==> src/rtl/adc_par_capture.sv <==
// adc_par_capture
//   Drives the sample clock of an external parallel-output ADC, registers its
//   data bus and out-of-range bit, optionally converts offset-binary to two's
//   complement, and buffers the samples in a first-word-fall-through FIFO.
//
// Ports
//   i_clk        system clock, all logic on the rising edge
//   i_rst_n      asynchronous active-low reset
//   i_enable     run the sample clock and capture
//   i_adc_data   ADC parallel data bus
//   i_adc_otr    ADC out-of-range flag
//   o_adc_clk    ADC sample clock (high for the first half of each period)
//   o_sample     formatted sample at the FIFO head
//   o_otr        out-of-range bit stored with the head sample
//   o_valid      FIFO head is meaningful
//   i_ready      consumer pops the head when o_valid & i_ready
//   o_level      FIFO occupancy, 0..2^ADDR_W
//   o_overflow   sticky: a sample was dropped because the FIFO was full
//   i_clr_ovf    clears o_overflow (a drop on the same edge wins)
module adc_par_capture #(
  parameter int DATA_W    = 12,
  parameter int CLK_DIV   = 4,
  parameter int ADDR_W    = 4,
  parameter bit TWOS_COMP = 1'b1
) (
  input  logic              i_clk,
  input  logic              i_rst_n,
  input  logic              i_enable,
  input  logic [DATA_W-1:0] i_adc_data,
  input  logic              i_adc_otr,
  output logic              o_adc_clk,
  output logic [DATA_W-1:0] o_sample,
  output logic              o_otr,
  output logic              o_valid,
  input  logic              i_ready,
  output logic [ADDR_W:0]   o_level,
  output logic              o_overflow,
  input  logic              i_clr_ovf
);

  localparam int DIV_W = (CLK_DIV > 2) ? $clog2(CLK_DIV) : 1;
  localparam int DEPTH = 1 << ADDR_W;
  localparam logic [DATA_W-1:0] MSB_MASK =
    TWOS_COMP ? (DATA_W'(1) << (DATA_W - 1)) : '0;
  localparam logic [DIV_W-1:0]  DIV_LAST = DIV_W'(CLK_DIV - 1);
  localparam logic [DIV_W-1:0]  DIV_HALF = DIV_W'(CLK_DIV / 2);
  localparam logic [ADDR_W:0]   LVL_FULL = (ADDR_W + 1)'(DEPTH);

  // Input register and sample clock divider
  logic [DATA_W:0]   in_reg;        // {otr, data}
  logic [DIV_W-1:0]  div_cnt;
  logic              adc_clk_reg;

  // FIFO state
  logic [DATA_W:0]   mem [DEPTH];
  logic [ADDR_W-1:0] wr_ptr;
  logic [ADDR_W-1:0] rd_ptr;
  logic [ADDR_W:0]   level;
  logic              overflow_reg;

  // Registered head
  logic [DATA_W:0]   head_reg;
  logic              valid_reg;

  // Edge controls
  logic              strobe;
  logic              pop;
  logic              wr_en;
  logic              drop;
  logic [DATA_W:0]   wr_word;
  logic [ADDR_W-1:0] rd_next;
  logic [ADDR_W:0]   level_after_pop;
  logic              valid_next;
  logic [DATA_W:0]   head_next;

  always_ff @(posedge i_clk or negedge i_rst_n) begin
    if (!i_rst_n) begin
      in_reg <= '0;
    end else begin
      in_reg <= {i_adc_otr, i_adc_data};
    end
  end

  // The clock output is registered from the current count, so it reads
  // 1 for counts below half the period and 0 for the remainder.
  always_ff @(posedge i_clk or negedge i_rst_n) begin
    if (!i_rst_n) begin
      div_cnt     <= '0;
      adc_clk_reg <= 1'b0;
    end else if (!i_enable) begin
      div_cnt     <= '0;
      adc_clk_reg <= 1'b0;
    end else begin
      div_cnt     <= (div_cnt == DIV_LAST) ? '0 : div_cnt + DIV_W'(1);
      adc_clk_reg <= (div_cnt < DIV_HALF);
    end
  end

  always_comb begin
    strobe  = i_enable && (div_cnt == DIV_LAST);
    pop     = valid_reg && i_ready;
    wr_word = {in_reg[DATA_W], in_reg[DATA_W-1:0] ^ MSB_MASK};
    // A full FIFO still accepts a word when the head leaves on the same edge.
    wr_en   = strobe && ((level != LVL_FULL) || pop);
    drop    = strobe && !wr_en;
  end

  // Head selection looks at the FIFO as it stands after this edge's pop,
  // but without this edge's write, so a word written into an empty FIFO
  // surfaces one edge later. The only exception is a write that refills the
  // slot vacated by the last word: it is forwarded so the head stays valid.
  always_comb begin
    rd_next         = rd_ptr + ADDR_W'(pop);
    level_after_pop = level - (ADDR_W + 1)'(pop);
    valid_next      = (level_after_pop != '0) || (wr_en && pop);
    head_next       = (level_after_pop == '0) ? wr_word : mem[rd_next];
  end

  always_ff @(posedge i_clk) begin
    if (wr_en) begin
      mem[wr_ptr] <= wr_word;
    end
  end

  always_ff @(posedge i_clk or negedge i_rst_n) begin
    if (!i_rst_n) begin
      wr_ptr       <= '0;
      rd_ptr       <= '0;
      level        <= '0;
      overflow_reg <= 1'b0;
      head_reg     <= '0;
      valid_reg    <= 1'b0;
    end else begin
      if (wr_en) begin
        wr_ptr <= wr_ptr + ADDR_W'(1);
      end
      rd_ptr <= rd_next;
      if (wr_en && !pop) begin
        level <= level + (ADDR_W + 1)'(1);
      end else if (pop && !wr_en) begin
        level <= level - (ADDR_W + 1)'(1);
      end
      if (drop) begin
        overflow_reg <= 1'b1;
      end else if (i_clr_ovf) begin
        overflow_reg <= 1'b0;
      end
      valid_reg <= valid_next;
      if (valid_next) begin
        head_reg <= head_next;
      end
    end
  end

  assign o_adc_clk  = adc_clk_reg;
  assign o_sample   = head_reg[DATA_W-1:0];
  assign o_otr      = head_reg[DATA_W];
  assign o_valid    = valid_reg;
  assign o_level    = level;
  assign o_overflow = overflow_reg;

endmodule

==> config.mk <==
export PLATFORM = sky130hd
export DESIGN_NAME = adc_par_capture
export DESIGN_NICKNAME = d
export VERILOG_FILES = /design/src/rtl/adc_par_capture.sv
export SDC_FILE = /design/constraint.sdc
export NUM_CORES = 1
export LEC_CHECK = 0
export ABC_AREA = 1
export BUFFER_PORTS_ARGS = -buffer_cell sky130_fd_sc_hd__buf_2
export CORE_MARGIN = 4
export CORE_UTILIZATION = 40
export CTS_CLUSTER_DIAMETER = 150
export CTS_CLUSTER_SIZE = 14
export DETAILED_ROUTE_END_ITERATION = 7
export PLACE_DENSITY = 0.65
export SLEW_MARGIN = 20
export SYNTH_ARGS = -nofsm -noshare
export SYNTH_HDL_FRONTEND = slang
export SYNTH_SLANG_ARGS = --single-unit
==> constraint.sdc <==
create_clock -name i_clk -period 3.8 [get_ports i_clk]
set_input_delay 0.76 -clock i_clk [delete_from_list [all_inputs] [get_ports i_clk]]
set_output_delay 0.76 -clock i_clk [all_outputs]
set_load 0.01 [all_outputs]
# == Word-level counts from Yosys, hierarchy flattened ==
# Memory sizes are Yosys's and may differ from the RTL's.
# Index checks and enable logic that the tools add are counted.
# word_totals
n_memories,1
out_inout_bits,21
elab_cells,45
inputBits,18
ram_bits,208
reg_bits,44
# mem_list
name,depth,word_bits,rd,rd_ports_with_merged_regs,wr,line_no,rtl
mem,16,13,1,0,1,55,logic [DATA_W:0] mem [DEPTH];
# op_classes
eq_ne,2
n_mux,10
n_bitwise,1
magnitude_cmp,1
n_addsub,6
n_reduce_logical,15
# ops
cell,n
$mux W13,1
$mux W5,2
$logic_and A1 B1 Y1,7
$add A5 B1 Y5 const B,1
$logic_not A5 Y1,1
$mux W1,5
$ne A5 B5 Y1 const B,1
$reduce_bool A5 Y1,1
$sub A5 B1 Y5,1
$sub A5 B1 Y5 const B,1
$add A4 B1 Y4,1
$add A4 B1 Y4 const B,1
$mux W2,2
$reduce_bool A2 Y1,2
$add A2 B1 Y2 const B,1
$eq A2 B2 Y1 const B,1
$logic_not A1 Y1,2
$logic_or A1 B1 Y1,2
$lt A2 B2 Y1 const B,1
$not A1 Y1,1

# == Longest topological paths before layout ==
# Gate-level depths: netlist of run 1.
# logic_depth
word_depth,7
ltp_mapped,15
depth_no_buf,14

# == Least setup slack after synthesis of run 1 ==
# Ideal clock, no wire load.
# synth_timing
path_type,input-to-reg
startpoint,input port i_ready
endpoint,register level[4] (netlist: o_level[4])
path_stages,13
required_time_ps,3679
arrival_time_ps,2461
slack_ps,1218
setup_ps,121
path_buffers,0
cell_sequence,nand2_1 nand3_1 nand3_1 clkinv_1 ha_1 inv_1 ha_1 a21oi_1 o21bai_1 a21oi_1 o21ai_0 nand2_1 nand2_1
# synth_between
elab_chain_cells,6
word_cells_on_any_way,9
classes_between,1 x mux; 8 x reduce/logical
# synth_rtl
element,line_no,rtl
from (decl),35,"input logic i_ready,"
$logic_and A1 B1 Y1 (*),101,pop = valid_reg && i_ready;
$logic_or A1 B1 Y1 (*),104,wr_en = strobe && ((level != LVL_FULL) || pop);
$logic_and A1 B1 Y1 (*),104,
net wr_en,68,logic wr_en;
$logic_not A1 Y1,140,end else if (pop && !wr_en) begin
$logic_and A1 B1 Y1,140,
$reduce_bool A2 Y1 (no line),n/a,
to (signal assigned),139,level <= level + (ADDR_W + 1)'(1);
to (signal assigned),141,level <= level - (ADDR_W + 1)'(1);
to (decl),58,logic [ADDR_W:0] level;
# The timed path passes the listed nets; every way through them passes the cells marked *.
# A chain may end at the register's enable or synchronous reset.

# == Worst setup path after layout of run 1 ==
# layout_timing
startpoint,register level[1] (netlist: o_level[1])
endpoint,register level[4] (netlist: o_level[4])
# layout_between
elab_chain_cells,6
word_cells_on_any_way,11
classes_between,2 x add/sub; 1 x eq/ne; 2 x mux; 6 x reduce/logical
# layout_rtl
element,line_no
$ne A5 B5 Y1 (*),104
$logic_or A1 B1 Y1 (*),104
$logic_and A1 B1 Y1 (*),104
net wr_en,68
$logic_not A1 Y1,140
$logic_and A1 B1 Y1,140
$reduce_bool A2 Y1 (no line),n/a
# The timed path passes the listed nets; every way through them passes the cells marked *. The select of a mux whose other input is x is not followed.

==> results.md, run 1 <==
* Status: finished clean
* Sw frac at between 40% and 50%
* Gate power share at 41.1%
* HP Class: in2async
* Row count at a little under 60
* Leakage power at between 5 and 6 nW
* Synth unique cells at 28
* Vias/cell at a little over 5
* Die extent in x at 172 um
* Area contributors post-synth: edfxtp_1 (58%), nand2_1 (12%), dfrtp_1 (10%)
* Clock Skew at about 9.5 ps
* Fin crit period at roughly 2800 ps
* Mapped Nets at around 1000
* GRT overflow at 0
* Avg Inst Size Synth at 10.6 sq um
* Final non-filler cell total at between 1000 and 1500
* Post-route clock period utilization at ~73%
* Final setup violating endpoints at 0
* Peak VDD IR at 0.000438 V
* Critical path fanouts, max at 10
* Pre-CTS setup slack at 743 ps
* Final WS setup at about 1000 ps
* Final ANT Viol Nets at 0
* Vias at between 7000 and 8000
* DR pass1 iterations at 5
* Area grow syn2layout at 11.5%
* Final Slew Violations at 0
* Largest net degree at the start of global routing at ~110
* Adder-cell share of the synthesized area at ~1.7%
* Psw at about 3.6 mW
* Critical path class: reg2reg
* Worst reg-to-reg path cell count at 13
* Top-area cell type share of the netlist area at 58.2%
* RR Startpoint: o_level[1]$_DFFE_PN0P_
* #FFs+latches synth at approximately 250
* Antenna cells at 0
* Least-Margin Pin Slew at between 700 and 800 ps
* Max cap viols at 0
* Reg power frac at 37.3%
* Overall global routing resource usage at about 17%
* # IOs at 39
* R2R Setup Slk at ~1000 ps
* TritonCTS clock tree: done
* Clk pwr share at a little over a fifth
* CTS H-tree lvls at 1
* Root Buffer: clkbuf_16
* Residual DRC count at 0
* Crit end category: flop
* Num CTS Buffers at 21
* Pwr/cell area at ~760 nW/um^2
* Final Power at 9.07 mW
* Worst Path Required at between 4000 and 5000 ps
* Unrepaired setup endpoints after global routing: no
* Clk pin slew, worst setup/hold paths at around 70 ps
* Avg WL per Cell at about 17 um
* CTS Buffer Depth at 3
* RD Place Congestion at 0.822
* Sink Count at roughly 250
* Hold Fails Final Rpt at 0
* Reg2Reg Capture Point: o_level[4]$_DFFE_PN0P_
* Pint at 5.43 mW
* Largest family of logic cells by synthesized area: simple AND/OR/NAND/NOR gates
* Detail Placement HPWL at 15.0 mm
* Post-synthesis compound-gate area fraction at under 10%
* Register area share after synthesis at between 60% and 70%
* Mux share of post-synthesis cell area at 0%
* Synth Instances at around 1000
* Port Buffers at 38
* Synth Flop Type: edfxtp_1
* Fin util at a little under half
* Most numerous cell in the Yosys netlist: nand2_1
* Critical Path Start Type: flop
* Worst-Skew Late Latency at approximately 500 ps
* Setup bufs post-CTS at 0
* Post-synth EDFFs at around 210
* Asr flop ratio synth at 17.5%
* CP Data Arrival Time at approximately 3200 ps
* Post-CTS Hold Buffers at 0
* Number of flip-flops in the largest register at between 200 and 250
* Synth area leader: edfxtp_1
* Synth cell count leaders: nand2_1 (352), edfxtp_1 (208), nand3_1 (137)
* Max Freq at 0.361 GHz
* Initial Utilization at approximately 41%
* Fin nets at ~1100
* Critical path startpoint: o_level[1]$_DFFE_PN0P_
* Layout cells sized above 1 at under 10%
* Post-cts sizing count at 0
* Final WL at about 25 mm
* Post-Synth Simple-Gate Area at a little over a fifth
* Setup TNS at 0 ps
* Die ar. at approximately 29000 sq um
* Die Y-Extent at between 150 and 200 um
* Post-Synth XOR/XNOR Area at 0.863%
* Synth Cell Area at approximately 11000 sq um
* Initial antenna violation count at 0
* Worst slew margin at between 50% and 60%
* First-pass GRT wire length at between 30 and 40 mm
* Cells after DPL at approximately 1400
* Yosys warns at 0
* Vias in the first global route at roughly 6700
* Core Box Area at 26200 sq um
* Iter 0 DRT Violations at a little under 700
per-stage QoR:
step	instance area, sq um	hold WS, ps
after floorplan	10700	405
after global placement	11400	411
after detailed placement	11400	432
after CTS	12000	344
after global routing	12000	304
final	12000	259
cells by family (layout without fill, tap and decap cells):
logic type / Yosys count / after routing
buf+inv: 162 / 223
simple gates: 558 / 558
flops: 252 / 252
xor+xnor: 8 / 8
compound gates: 21 / 21
fa+ha+maj: 14 / 14
cells in the final DEF, fill, tap and decap left out, types with 3 or more instances in the layout:
master | synthesis | layout
nand3_2 | 8 | 8
clkbuf_1 | 14 | 16
ha_1 | 13 | 11
nor2_1 | 58 | 58
nand3_1 | 137 | 137
dfrtp_1 | 44 | 44
xor2_1 | 3 | 3
buf_2 | 24 | 37
nand2_1 | 352 | 352
buf_4 | 2 | 29
edfxtp_1 | 208 | 208
inv_1 | 115 | 114
a21oi_1 | 4 | 4
o21ai_0 | 12 | 12
clkbuf_16 | 0 | 21
final cells by class:
cell class	instances	area, sq um
Inverter	118	443
Clock buffer	37	586
Timing Repair Buffer	68	443
Tap cell	335	419
Sequential cell	252	7350
Fill cell	2368	14200
Multi-Input combinational cell	601	2730
worst max-delay path by stage:
| stage | endpoint | slack, ps | cells after the start |
|---|---|---|---|
| 2_1_floorplan | o_level[4]$_DFFE_PN0P_ | 1220 | 13 |
| 3_3_place_gp | o_level[4]$_DFFE_PN0P_ | 760 | 14 |
| 3_5_place_dp | o_level[4]$_DFFE_PN0P_ | 740 | 14 |
| 4_1_cts | o_level[4]$_DFFE_PN0P_ | 1010 | 13 |
| 5_1_grt | o_level[4]$_DFFE_PN0P_ | 730 | 13 |
| 6_report | o_level[4]$_DFFE_PN0P_ | 1030 | 13 |
worst max-delay path, cell delays in order, from the launching register on:
cell and delay, ps:
dfrtp_1 430, nor2_1 220, nand3_1 160, nand3_1 130, clkinv_1 260, ha_1 290
inv_1 190, ha_1 320, a21oi_1 160, o21bai_1 100, a21oi_1 170, o21ai_0 110
nand2_1 70, nand2_1 40
metal layers:
layer,track usage [%],part of all wire (%),vias to the layer above
li1,-,-,3399
met1,24.9,45,3459
met2,26.5,46,201
met3,2.30,5.7,45
met4,5.06,3.0,0
met5,0,0,-
power by group through the flow:
stage                     clock, mW  combinational, mW  sequential [mW]
after global placement            0               3.68             3.45
after global routing           2.11               4.19             3.41
after CTS                      2.00               3.74             3.39
final                          1.96               3.72             3.39
after floorplan                   0               2.62             3.41
after detailed placement          0               3.72             3.45
Power figures use the tool's default switching activity.
==> run 2, diff against run 1 <==
clock period = 2.9 ns   (was 3.8 ns; I/O delays follow)
==> run 2 against run 1 <==
  * Clock skew grew 2.3 ps
  * Die area is the same
  * Utilization grew 0.32 points
  * Sequential cell count is the same
  * Power grew 33%
  * Clock power grew 30%
  * Sequential share of layout area shrank 0.42 points
  * Fmax grew 12%
  * Worst setup slack lost 600 ps
  * Final cell count grew 0.50%
  * Critical endpoint unchanged
==> results.md, run 2 (synthesis gave the netlist of run 1 again) <==
* Status: finished clean
* Row count at 59 (unchanged)
* Fin util at 46.0% (+0.32 points)
* Layout cells sized above 1 at 10.3% (+0.50 points)
* Final setup violating endpoints at 0 (unchanged)
* Final Slew Violations at 0 (unchanged)
* Initial Utilization at 40.9% (unchanged)
* Final ANT Viol Nets at 0 (unchanged)
* HP Class: in2async
* Max cap viols at 0 (unchanged)
* Least-Margin Pin Slew at 722 ps (-5.65 ps)
* Unrepaired setup endpoints after global routing: no
* Vias at 7016 (-1.2%)
* Pint at 7.25 mW (+33%)
* Most frequent cells in the layout: nand2_1 (352), edfxtp_1 (208), nand3_1 (137)
* Critical Path Start Type: flop
* Post-CTS Hold Buffers at 0 (unchanged)
* Max Freq at 0.405 GHz (+12%)
* Final WL at 24.3 mm (-1.3%)
* Root Buffer: clkbuf_16
* R2R Setup Slk at 430 ps (-600 ps)
* Num CTS Buffers at 21 (unchanged)
* Cell area after layout at 12000 sq um (+0.69%)
* Largest net degree at the start of global routing at 72 (-33%)
* Residual DRC count at 0 (unchanged)
* Pwr/cell area at 998 nW/um^2 (+32%)
* Hold slack final at 67.0 ps (-192 ps)
* Worst-Skew Late Latency at 500 ps (about the same)
* Clk pwr share at 21.2% (-0.4 points)
* First-pass GRT wire length at 37.8 mm (-2.2%)
* Fin crit period at 2470 ps (-300 ps)
* Fin nets at 1100 (+0.55%)
* Die extent in x at 172 um (unchanged)
* Core Box Area at 26200 sq um (unchanged)
* Hold Fails Final Rpt at 0 (unchanged)
* Clock Skew at 11.7 ps (+2.25 ps)
* Sink Count at 252 (unchanged)
* Detail Placement HPWL at 14.8 mm (-1.0%)
* Pre-CTS setup slack at 313 ps (-430 ps)
* Leakage power at 5.10 nW (+0.84%)
* Initial antenna violation count at 0 (unchanged)
* Gate power share at 42.0% (+0.9 points)
* CP Data Arrival Time at 2850 ps (-310 ps)
* Number of flip-flops in the largest register at 208 (unchanged)
* Register Area at 7350 sq um (unchanged)
* Final WS setup at 430 ps (-600 ps)
* Die Y-Extent at 172 um (unchanged)
* Overall global routing resource usage at 16.5% (-0.42 points)
* Placed Area at 11500 sq um (+0.73%)
* Area grow syn2layout at 12.3%
* Peak VDD IR at 0.000664 V (+52%)
* # IOs at 39 (unchanged)
* Port Buffers at 38 (unchanged)
* Sw frac at 39.7% (-0.35 points)
* RD Place Congestion at 0.856 (+4.1%)
* CTS Buffer Depth at 3 (unchanged)
* Clk pin slew, worst setup/hold paths at 70 ps (about the same)
* Post-route clock period utilization at 85.2% (+12 points)
* Area of the multi-input gates at 2730 sq um (unchanged)
* Critical path class: reg2reg
* Worst path max stage delay at 470 ps (+40 ps)
* Avg WL per Cell at 17.1 um (-1.8%)
* TritonCTS clock tree: done
* Die ar. at 29500 sq um (unchanged)
* Reg power frac at 36.8% (-0.5 points)
* Most common cell after layout, fill and taps aside: nand2_1
* Setup TNS at 0 ps (unchanged)
* DR pass1 iterations at 5 (unchanged)
* Filler instances at 2359 (-0.38%)
* Post-cts sizing count at 0 (unchanged)
* Worst Path Required at 3280 ps (-910 ps)
* Iter 0 DRT Violations at 593 (-13%)
* Vias/cell at 4.95 (-1.7%)
* Critical path fanouts, max at 7 (-3)
* CTS H-tree lvls at 1 (unchanged)
* Worst-path cell chain: nor3_1 > nand3_1 > nand3_1 > clkinv_1 > ha_1 > inv_1 > ha_1 > a21oi_1 > o21bai_1 > a21oi_1 > o21ai_0 > nand2_1 > nand2_1
* Crit end category: flop
* Psw at 4.77 mW (+31%)
* Slowest stage cell, crit path: dfrtp_1
* Worst slew margin at 51.8% (+0.38 points)
* Setup bufs post-CTS at 0 (unchanged)
* GRT overflow at 0 (unchanged)
* Vias in the first global route at 6676 (-0.13%)
-- run 2: layout make-up --
cell class                 count  share of cell area [%]
multi-input combinational    601                    22.6
antenna                        1                  0.0208
clock buffer                  37                    4.86
tap                          335                    3.48
sequential                   252                    61.0
inverter                     118                    3.68
timing repair buffer          74                    4.34
-- run 2: per-stage QoR --
step | std cells | total power, mW
floorplan | 1015 | 7.90
global placement | 1380 | 9.46
detailed placement | 1380 | 9.54
CTS | 1417 | 12.1
global route | 1417 | 12.9
finish | 1418 | 12.0
-- run 2: path summary, 6_finish.rpt --
kind                       cells after the start              startpoint                endpoint
max in group asynchronous                      2                 i_rst_n     in_reg[5]$_DFF_PN0_
hold / removal                                 1                 i_rst_n    div_cnt[0]$_DFF_PN0_
setup reg to reg                              13  o_level[0]$_DFFE_PN0P_  o_level[4]$_DFFE_PN0P_
hold reg to reg                                1    div_cnt[1]$_DFF_PN0_     o_adc_clk$_DFF_PN0_
setup / recovery                              13  o_level[0]$_DFFE_PN0P_  o_level[4]$_DFFE_PN0P_
min in group i_clk                             1           i_adc_data[0]     in_reg[0]$_DFF_PN0_
-- run 2: critical path: cells and delay by family (launching register included) --
family,cells,cell delay (ps)
AOI/OAI and AO/OA,4,530
adders and majority gates,2,520
buffers and inverters,2,290
DFF,1,470
and+or+nand+nor,5,560
-- run 2: power by group through the flow --
stage,clock network [mW],registers (mW),logic [mW]
after global routing,2.75,4.45,5.69
after global placement,0,4.50,4.96
after floorplan,0,4.47,3.43
after detailed placement,0,4.50,5.04
final,2.55,4.43,5.05
after CTS,2.60,4.43,5.06
-- run 2: per-layer routing --
| metal | GRT usage, % | share of wire [%] |
|---|---|---|
| met5 | 0 | 0 |
| met4 | 5.40 | 3.5 |
| met3 | 2.23 | 6.7 |
| met2 | 25.7 | 45 |
| met1 | 24.3 | 45 |
